==> config.mk <==
export PLATFORM = sky130hd
export DESIGN_NAME = multicycle_controller_flat
export DESIGN_NICKNAME = d
export VERILOG_FILES = /design/src/rtl/multicycle_controller_if.sv /design/src/rtl/multicycle_controller.sv /design/src/flat_wrapper.sv
export SDC_FILE = /design/constraint.sdc
export NUM_CORES = 1
export LEC_CHECK = 0
export CORE_MARGIN = 4
export CORE_UTILIZATION = 27
export DETAILED_ROUTE_END_ITERATION = 6
export PLACE_DENSITY = 0.56
export REMOVE_ABC_BUFFERS = 1
export SETUP_SLACK_MARGIN = 0.05
export SYNTH_ARGS = -nofsm -noshare
export SYNTH_HDL_FRONTEND = slang
export SYNTH_SLANG_ARGS = --single-unit
==> constraint.sdc <==
create_clock -name i_clk -period 1.5 [get_ports i_clk]
set_clock_uncertainty 0.15 [all_clocks]
set_input_delay 0.15 -clock i_clk [delete_from_list [all_inputs] [get_ports i_clk]]
set_output_delay 0.15 -clock i_clk [all_outputs]
set_load 0.1 [all_outputs]
==> src/rtl/multicycle_controller_if.sv <==
// rtl/multicycle_controller_if.sv - control/datapath bundle for the multicycle sequencer
// master = sequencer side, slave = datapath/memory side.
interface multicycle_controller_if #(
  parameter int CNT_W = 16
);
  logic             run;
  logic [3:0]       opcode;
  logic             alu_zero;
  logic             imem_ready;
  logic             dmem_ready;
  logic             imem_req;
  logic             ir_we;
  logic             pc_we;
  logic             pc_src;
  logic             reg_we;
  logic             mem_req;
  logic             mem_we;
  logic [2:0]       state;
  logic             halted;
  logic             illegal;
  logic             timeout;
  logic [CNT_W-1:0] retired_cnt;

  modport master (
    input  run, opcode, alu_zero, imem_ready, dmem_ready,
    output imem_req, ir_we, pc_we, pc_src, reg_we, mem_req, mem_we,
    output state, halted, illegal, timeout, retired_cnt
  );

  modport slave (
    output run, opcode, alu_zero, imem_ready, dmem_ready,
    input  imem_req, ir_we, pc_we, pc_src, reg_we, mem_req, mem_we,
    input  state, halted, illegal, timeout, retired_cnt
  );
endinterface

==> src/rtl/multicycle_controller.sv <==
// rtl/multicycle_controller.sv - FETCH/DECODE/EXEC/MEM/WB sequencer for the 16-bit core
// Optional retired-instruction counter enabled by MULTICYCLE_CTRL_RETIRE_CNT_EN.
module multicycle_controller #(
  parameter int CNT_W       = 16,
  parameter int MEM_TIMEOUT = 15
) (
  input  logic                   i_clk,
  input  logic                   i_reset,
  multicycle_controller_if.master bus
);

  typedef enum logic [2:0] {
    S_FETCH  = 3'd0,
    S_DECODE = 3'd1,
    S_EXEC   = 3'd2,
    S_MEM    = 3'd3,
    S_WB     = 3'd4,
    S_HALT   = 3'd7
  } state_t;

  localparam logic [7:0] LP_WAIT_LAST = 8'(MEM_TIMEOUT - 1);

  state_t     r_state;
  state_t     w_next;
  logic [3:0] r_op;
  logic [7:0] r_wait;
  logic       r_illegal;
  logic       r_timeout;

  logic w_set_illegal, w_set_timeout, w_retire, w_wait_clr, w_wait_inc;
  logic w_imem_req, w_ir_we, w_pc_we, w_pc_src, w_reg_we, w_mem_req, w_mem_we;

  always_ff @(posedge i_clk) begin
    if (i_reset) begin
      r_state   <= S_FETCH;
      r_op      <= 4'h0;
      r_wait    <= 8'd0;
      r_illegal <= 1'b0;
      r_timeout <= 1'b0;
    end else begin
      r_state <= w_next;
      if (r_state == S_DECODE)
        r_op <= bus.opcode;
      if (w_wait_clr)
        r_wait <= 8'd0;
      else if (w_wait_inc)
        r_wait <= r_wait + 8'd1;
      if (w_set_illegal)
        r_illegal <= 1'b1;
      if (w_set_timeout)
        r_timeout <= 1'b1;
    end
  end

  always_comb begin
    w_next        = r_state;
    w_set_illegal = 1'b0;
    w_set_timeout = 1'b0;
    w_retire      = 1'b0;
    w_wait_clr    = 1'b0;
    w_wait_inc    = 1'b0;
    w_imem_req    = 1'b0;
    w_ir_we       = 1'b0;
    w_pc_we       = 1'b0;
    w_pc_src      = 1'b0;
    w_reg_we      = 1'b0;
    w_mem_req     = 1'b0;
    w_mem_we      = 1'b0;
    unique case (r_state)
      S_FETCH: begin
        w_imem_req = bus.run;
        if (bus.run && bus.imem_ready) begin
          w_ir_we = 1'b1;
          w_next  = S_DECODE;
        end
      end
      S_DECODE: begin
        if (bus.opcode >= 4'hC) begin
          w_next        = S_HALT;
          w_set_illegal = 1'b1;
        end else begin
          w_next = S_EXEC;
        end
      end
      S_EXEC: begin
        if (r_op == 4'h0 || r_op == 4'h1) begin
          w_next     = S_MEM;
          w_wait_clr = 1'b1;
        end else if (r_op == 4'hA || r_op == 4'hB) begin
          w_pc_we  = 1'b1;
          w_pc_src = (r_op == 4'hA) ? bus.alu_zero : ~bus.alu_zero;
          w_retire = 1'b1;
          w_next   = S_FETCH;
        end else begin
          w_next = S_WB;
        end
      end
      S_MEM: begin
        w_mem_req = 1'b1;
        w_mem_we  = (r_op == 4'h1);
        // A ready arriving on the limit cycle still completes normally.
        if (bus.dmem_ready) begin
          if (r_op == 4'h1) begin
            w_pc_we  = 1'b1;
            w_retire = 1'b1;
            w_next   = S_FETCH;
          end else begin
            w_next = S_WB;
          end
        end else if (r_wait == LP_WAIT_LAST) begin
          w_next        = S_HALT;
          w_set_timeout = 1'b1;
        end else begin
          w_wait_inc = 1'b1;
        end
      end
      S_WB: begin
        w_reg_we = 1'b1;
        w_pc_we  = 1'b1;
        w_retire = 1'b1;
        w_next   = S_FETCH;
      end
      S_HALT: begin
        w_next = S_HALT;
      end
      default: begin
        w_next = S_FETCH;
      end
    endcase
    if (i_reset) begin
      w_imem_req = 1'b0;
      w_ir_we    = 1'b0;
      w_pc_we    = 1'b0;
      w_pc_src   = 1'b0;
      w_reg_we   = 1'b0;
      w_mem_req  = 1'b0;
      w_mem_we   = 1'b0;
    end
  end

  assign bus.imem_req = w_imem_req;
  assign bus.ir_we    = w_ir_we;
  assign bus.pc_we    = w_pc_we;
  assign bus.pc_src   = w_pc_src;
  assign bus.reg_we   = w_reg_we;
  assign bus.mem_req  = w_mem_req;
  assign bus.mem_we   = w_mem_we;
  assign bus.state    = r_state;
  assign bus.halted   = (r_state == S_HALT);
  assign bus.illegal  = r_illegal;
  assign bus.timeout  = r_timeout;

`ifdef MULTICYCLE_CTRL_RETIRE_CNT_EN
  logic [CNT_W-1:0] r_cnt;

  always_ff @(posedge i_clk) begin
    if (i_reset)
      r_cnt <= '0;
    else if (w_retire)
      r_cnt <= r_cnt + 1'b1;
  end

  assign bus.retired_cnt = r_cnt;
`else
  logic w_unused_retire;
  assign w_unused_retire = w_retire;
  assign bus.retired_cnt = '0;
`endif

endmodule

==> src/flat_wrapper.sv <==
// flat-port wrapper written by rule: the top's interface ports become plain ports
module multicycle_controller_flat 
#(
  parameter int CNT_W       = 16,
  parameter int MEM_TIMEOUT = 15
)
  (i_clk, i_reset, bus_run, bus_opcode, bus_alu_zero, bus_imem_ready, bus_dmem_ready, bus_imem_req, bus_ir_we, bus_pc_we, bus_pc_src, bus_reg_we, bus_mem_req, bus_mem_we, bus_state, bus_halted, bus_illegal, bus_timeout, bus_retired_cnt);
  multicycle_controller_if #(.CNT_W(CNT_W)) bus_i ();
  input  logic i_clk;
  input  logic i_reset;
  input wire logic [$bits(bus_i.run)-1:0] bus_run;
  input wire logic [$bits(bus_i.opcode)-1:0] bus_opcode;
  input wire logic [$bits(bus_i.alu_zero)-1:0] bus_alu_zero;
  input wire logic [$bits(bus_i.imem_ready)-1:0] bus_imem_ready;
  input wire logic [$bits(bus_i.dmem_ready)-1:0] bus_dmem_ready;
  output wire logic [$bits(bus_i.imem_req)-1:0] bus_imem_req;
  output wire logic [$bits(bus_i.ir_we)-1:0] bus_ir_we;
  output wire logic [$bits(bus_i.pc_we)-1:0] bus_pc_we;
  output wire logic [$bits(bus_i.pc_src)-1:0] bus_pc_src;
  output wire logic [$bits(bus_i.reg_we)-1:0] bus_reg_we;
  output wire logic [$bits(bus_i.mem_req)-1:0] bus_mem_req;
  output wire logic [$bits(bus_i.mem_we)-1:0] bus_mem_we;
  output wire logic [$bits(bus_i.state)-1:0] bus_state;
  output wire logic [$bits(bus_i.halted)-1:0] bus_halted;
  output wire logic [$bits(bus_i.illegal)-1:0] bus_illegal;
  output wire logic [$bits(bus_i.timeout)-1:0] bus_timeout;
  output wire logic [$bits(bus_i.retired_cnt)-1:0] bus_retired_cnt;
  assign bus_i.run = bus_run;
  assign bus_i.opcode = bus_opcode;
  assign bus_i.alu_zero = bus_alu_zero;
  assign bus_i.imem_ready = bus_imem_ready;
  assign bus_i.dmem_ready = bus_dmem_ready;
  assign bus_imem_req = bus_i.imem_req;
  assign bus_ir_we = bus_i.ir_we;
  assign bus_pc_we = bus_i.pc_we;
  assign bus_pc_src = bus_i.pc_src;
  assign bus_reg_we = bus_i.reg_we;
  assign bus_mem_req = bus_i.mem_req;
  assign bus_mem_we = bus_i.mem_we;
  assign bus_state = bus_i.state;
  assign bus_halted = bus_i.halted;
  assign bus_illegal = bus_i.illegal;
  assign bus_timeout = bus_i.timeout;
  assign bus_retired_cnt = bus_i.retired_cnt;
  multicycle_controller #(.CNT_W(CNT_W), .MEM_TIMEOUT(MEM_TIMEOUT)) u_core (.i_clk(i_clk), .i_reset(i_reset), .bus(bus_i));
endmodule
==> reports/results.ini <==
[synthesis]
ys_seq_area_frac = 0.307
synth-edff-count = 0
synthTopCellsByArea = dfxtp_1 31%, buf_4 11%, nor2_1 5.7%
synth_seq_cells = 17
yosysTopAreaCellShare = 0.307
synth_area_mm2 = 0.00111
synthCells = 133
synthTopCellsByCount = 17 x dfxtp_1, 17 x nor2_1, 16 x buf_4, 9 x a21oi_1
synthFlopType = dfxtp_1
synth_area_leader_cell = dfxtp_1
ys_warn_count = 0
synthArstFlopShare = 0
yosysUniqueCellTypes = 37
avgSynthCellArea_um2 = 8.34

[drt]
totalWireLength_mm = 3.45
wl_per_cell_um = 14.2
antenna_left = 0
firstDrtPassIters = 4
drt-initial-drc-count = 24
post-route-drc-count = 0
num_vias = 1132
via_per_inst = 4.66

[worst_setup_path]
worst_setup_path_start_kind = flop
cpMaxStageDelayCell = or3b_4
crit_chain = or3b_4 > nor2_1 > a21o_1 > buf_12
cp_max_fo = 2
max_stage_delay_ns = 0.41
cp_num_buf_inv = 1
crit_type = flop to output pin
ff2ff_setup_slack_ns = -0.02
worstPathRequired_ns = 1.20
cp_data_arrival_time_ns = 1.49
cpLargestDelayFamily = simple AND/OR/NAND/NOR gates
critPathCaptureType = output pin

[placement]
hpwlAfterDp_mm = 2.32
placed_cells = 227
dpl_cell_area_mm2 = 0.00165
routabilityCongestion = 0.832
numPortBuffers = 22

[run_status]
status = complete, but fails checks
violations = negative setup slack

[pwr]
power.leakage_nw = 0.787
switching_power_mw = 0.771
clockPowerShare = 0.210
combPwrFrac = 0.496
pwr-share-seq = 0.294
p_sw_frac = 0.438
internal_power_mw = 0.988
power_density_mw_per_mm2 = 889
ir_drop_uv = 659

[clocking]
insertion_delay_ns = 0.26
clockBufferDepth = 2
htreeDepth = 1
clkSinkCount = 17
clk_pin_slew_ns = 0.08
cts_tree = yes
hold_buffers = 0
cts_buffers = 3
root_buffer = clkbuf_8

[sta]
finalSetupViolCount = 10
hold_viol = 0
grt_setup_unrepaired = true
drv_slew = 0
worst_slack_ns = -0.286
post-route-min-period_ns = 1.79
clock.fmax_mhz = 560
period_share = 1.19

[final_layout]
stdcell_count = 243
fillers = 371
drive_above_1_share = 0.487
diodes = 0
final_area_mm2 = 0.00198
syn2layout_area_growth_pct = 78.2
nets = 206
finalCoreUtilization = 0.495

[grt]
overflow = 0
antenna_found_initial = 0
grt_pass1_vias = 1158
grt_pass1_wl_mm = 5.49
grtUsageTotal = 0.137
grt_max_degree = 11

[floorplanning]
initial_core_util = 0.277
io_pins = 39
row_count = 23
core_region_area_mm2 = 0.00400
die_y_um = 72.1
dieArea_mm2 = 0.00520
die_w_um = 72.1

[job]
cap_violations = 0

[worst_hold_path]
hp-class = primary input to flop

-- cells by family after synthesis --
kind of cell | share of synthesized area
AO/OA/AOI/OAI | 0.183
XOR/XNOR | 0.0710
AND/OR/NAND/NOR | 0.272
adder cells (fa/ha/maj) | 0.0225
buffers and inverters | 0.142
other | 0.00338
flip-flops | 0.307
-- worst register-to-register path: stages (launching register included) --
cell and delay, ns:
dfxtp_4 0.37, buf_6 0.12, buf_4 0.14, nand4b_1 0.21, o21ai_2 0.16, o21ai_1 0.07, and3b_2 0.19
-- layer usage --
layer	vias to the layer above	global-route usage	part of all wire
met3	10	0.0443	0.051
met1	537	0.145	0.39
met2	28	0.237	0.53
met5	-	0	0
met4	0	0.0814	0.026
li1	557	-	-
-- registers in the layout, summed over array words and instances, names as in the netlist --
name / count
u_core.r_op: 4
u_core.bus.illegal: 1
u_core.bus.state: 3
u_core.bus.timeout: 1
u_core.r_wait: 8
-- final timing paths --
| kind | to | from | depth (start not counted) |
|---|---|---|---|
| max | bus_pc_we | u_core.r_op[2] | 4 |
| min | u_core.r_op[1] | i_reset | 3 |
| max reg2reg | u_core.bus.state[2] | u_core.bus.state[2] | 6 |
| min reg2reg | u_core.r_wait[1] | u_core.r_wait[1] | 2 |
-- layout make-up --
cell class	instances	area, µm²	share of cell area
multi-input cells	106	821	0.415
repair buffers	62	676	0.342
flip-flops and latches	17	355	0.180
well taps	50	62.6	0.0316
clock buffers	3	41.3	0.0209
inverters	4	17.5	0.00886
clock inverters	1	5.00	0.00253
-- per-stage QoR --
| stage | hold slack [ns] | setup TNS, ns | worst slack (ns) | total power [mW] |
|---|---|---|---|---|
| 2_1_floorplan | 0.0691 | -32.74 | -3.80 | 0.965 |
| 3_3_place_gp | 0.374 | -2.75 | -0.275 | 1.22 |
| 3_5_place_dp | 0.385 | -3.29 | -0.379 | 1.22 |
| 4_1_cts | 0.208 | -1.50 | -0.329 | 1.67 |
| 5_1_grt | 0.209 | -2.07 | -0.344 | 1.84 |
| 6_report | 0.213 | -1.50 | -0.286 | 1.76 |
-- what timing repair did --
item / in CTS / in global routing
buffers inserted: 6 / 9
resized for setup: 41 / 16
pin swaps: 17 / 10
endpoints found under the setup margin: 17 / 19
-- cell usage in the layout, fill, tap and decap left out, types with 2 or more instances in the layout --
cell type / instances
buf_12: 13
a21oi_1: 7
buf_4: 34
xnor2_1: 5
nor2_1: 13
conb_1: 16
dfxtp_4: 3
nand3_1: 2
and3_1: 2
nand2_1: 6
ha_2: 2
clkdlybuf4s50_1: 8
nor2_4: 4
dfxtp_2: 3
nor4_4: 3
clkbuf_8: 3
dfxtp_1: 11
a31oi_1: 3
a211oi_1: 3
buf_6: 5
and3_4: 2
a311oi_2: 2
o21ai_0: 5
a21oi_2: 2
inv_1: 2
xor2_1: 4
nand4_1: 4
-- power by group through the flow --
stage	Combinational (mW)	Sequential, mW	Clock [mW]
2_1_floorplan	0.344	0.620	0
5_1_grt	0.917	0.521	0.405
6_report	0.872	0.517	0.370
4_1_cts	0.779	0.516	0.373
3_3_place_gp	0.705	0.517	0
3_5_place_dp	0.707	0.517	0
No activity file was read; power rests on OpenSTA's default activity.
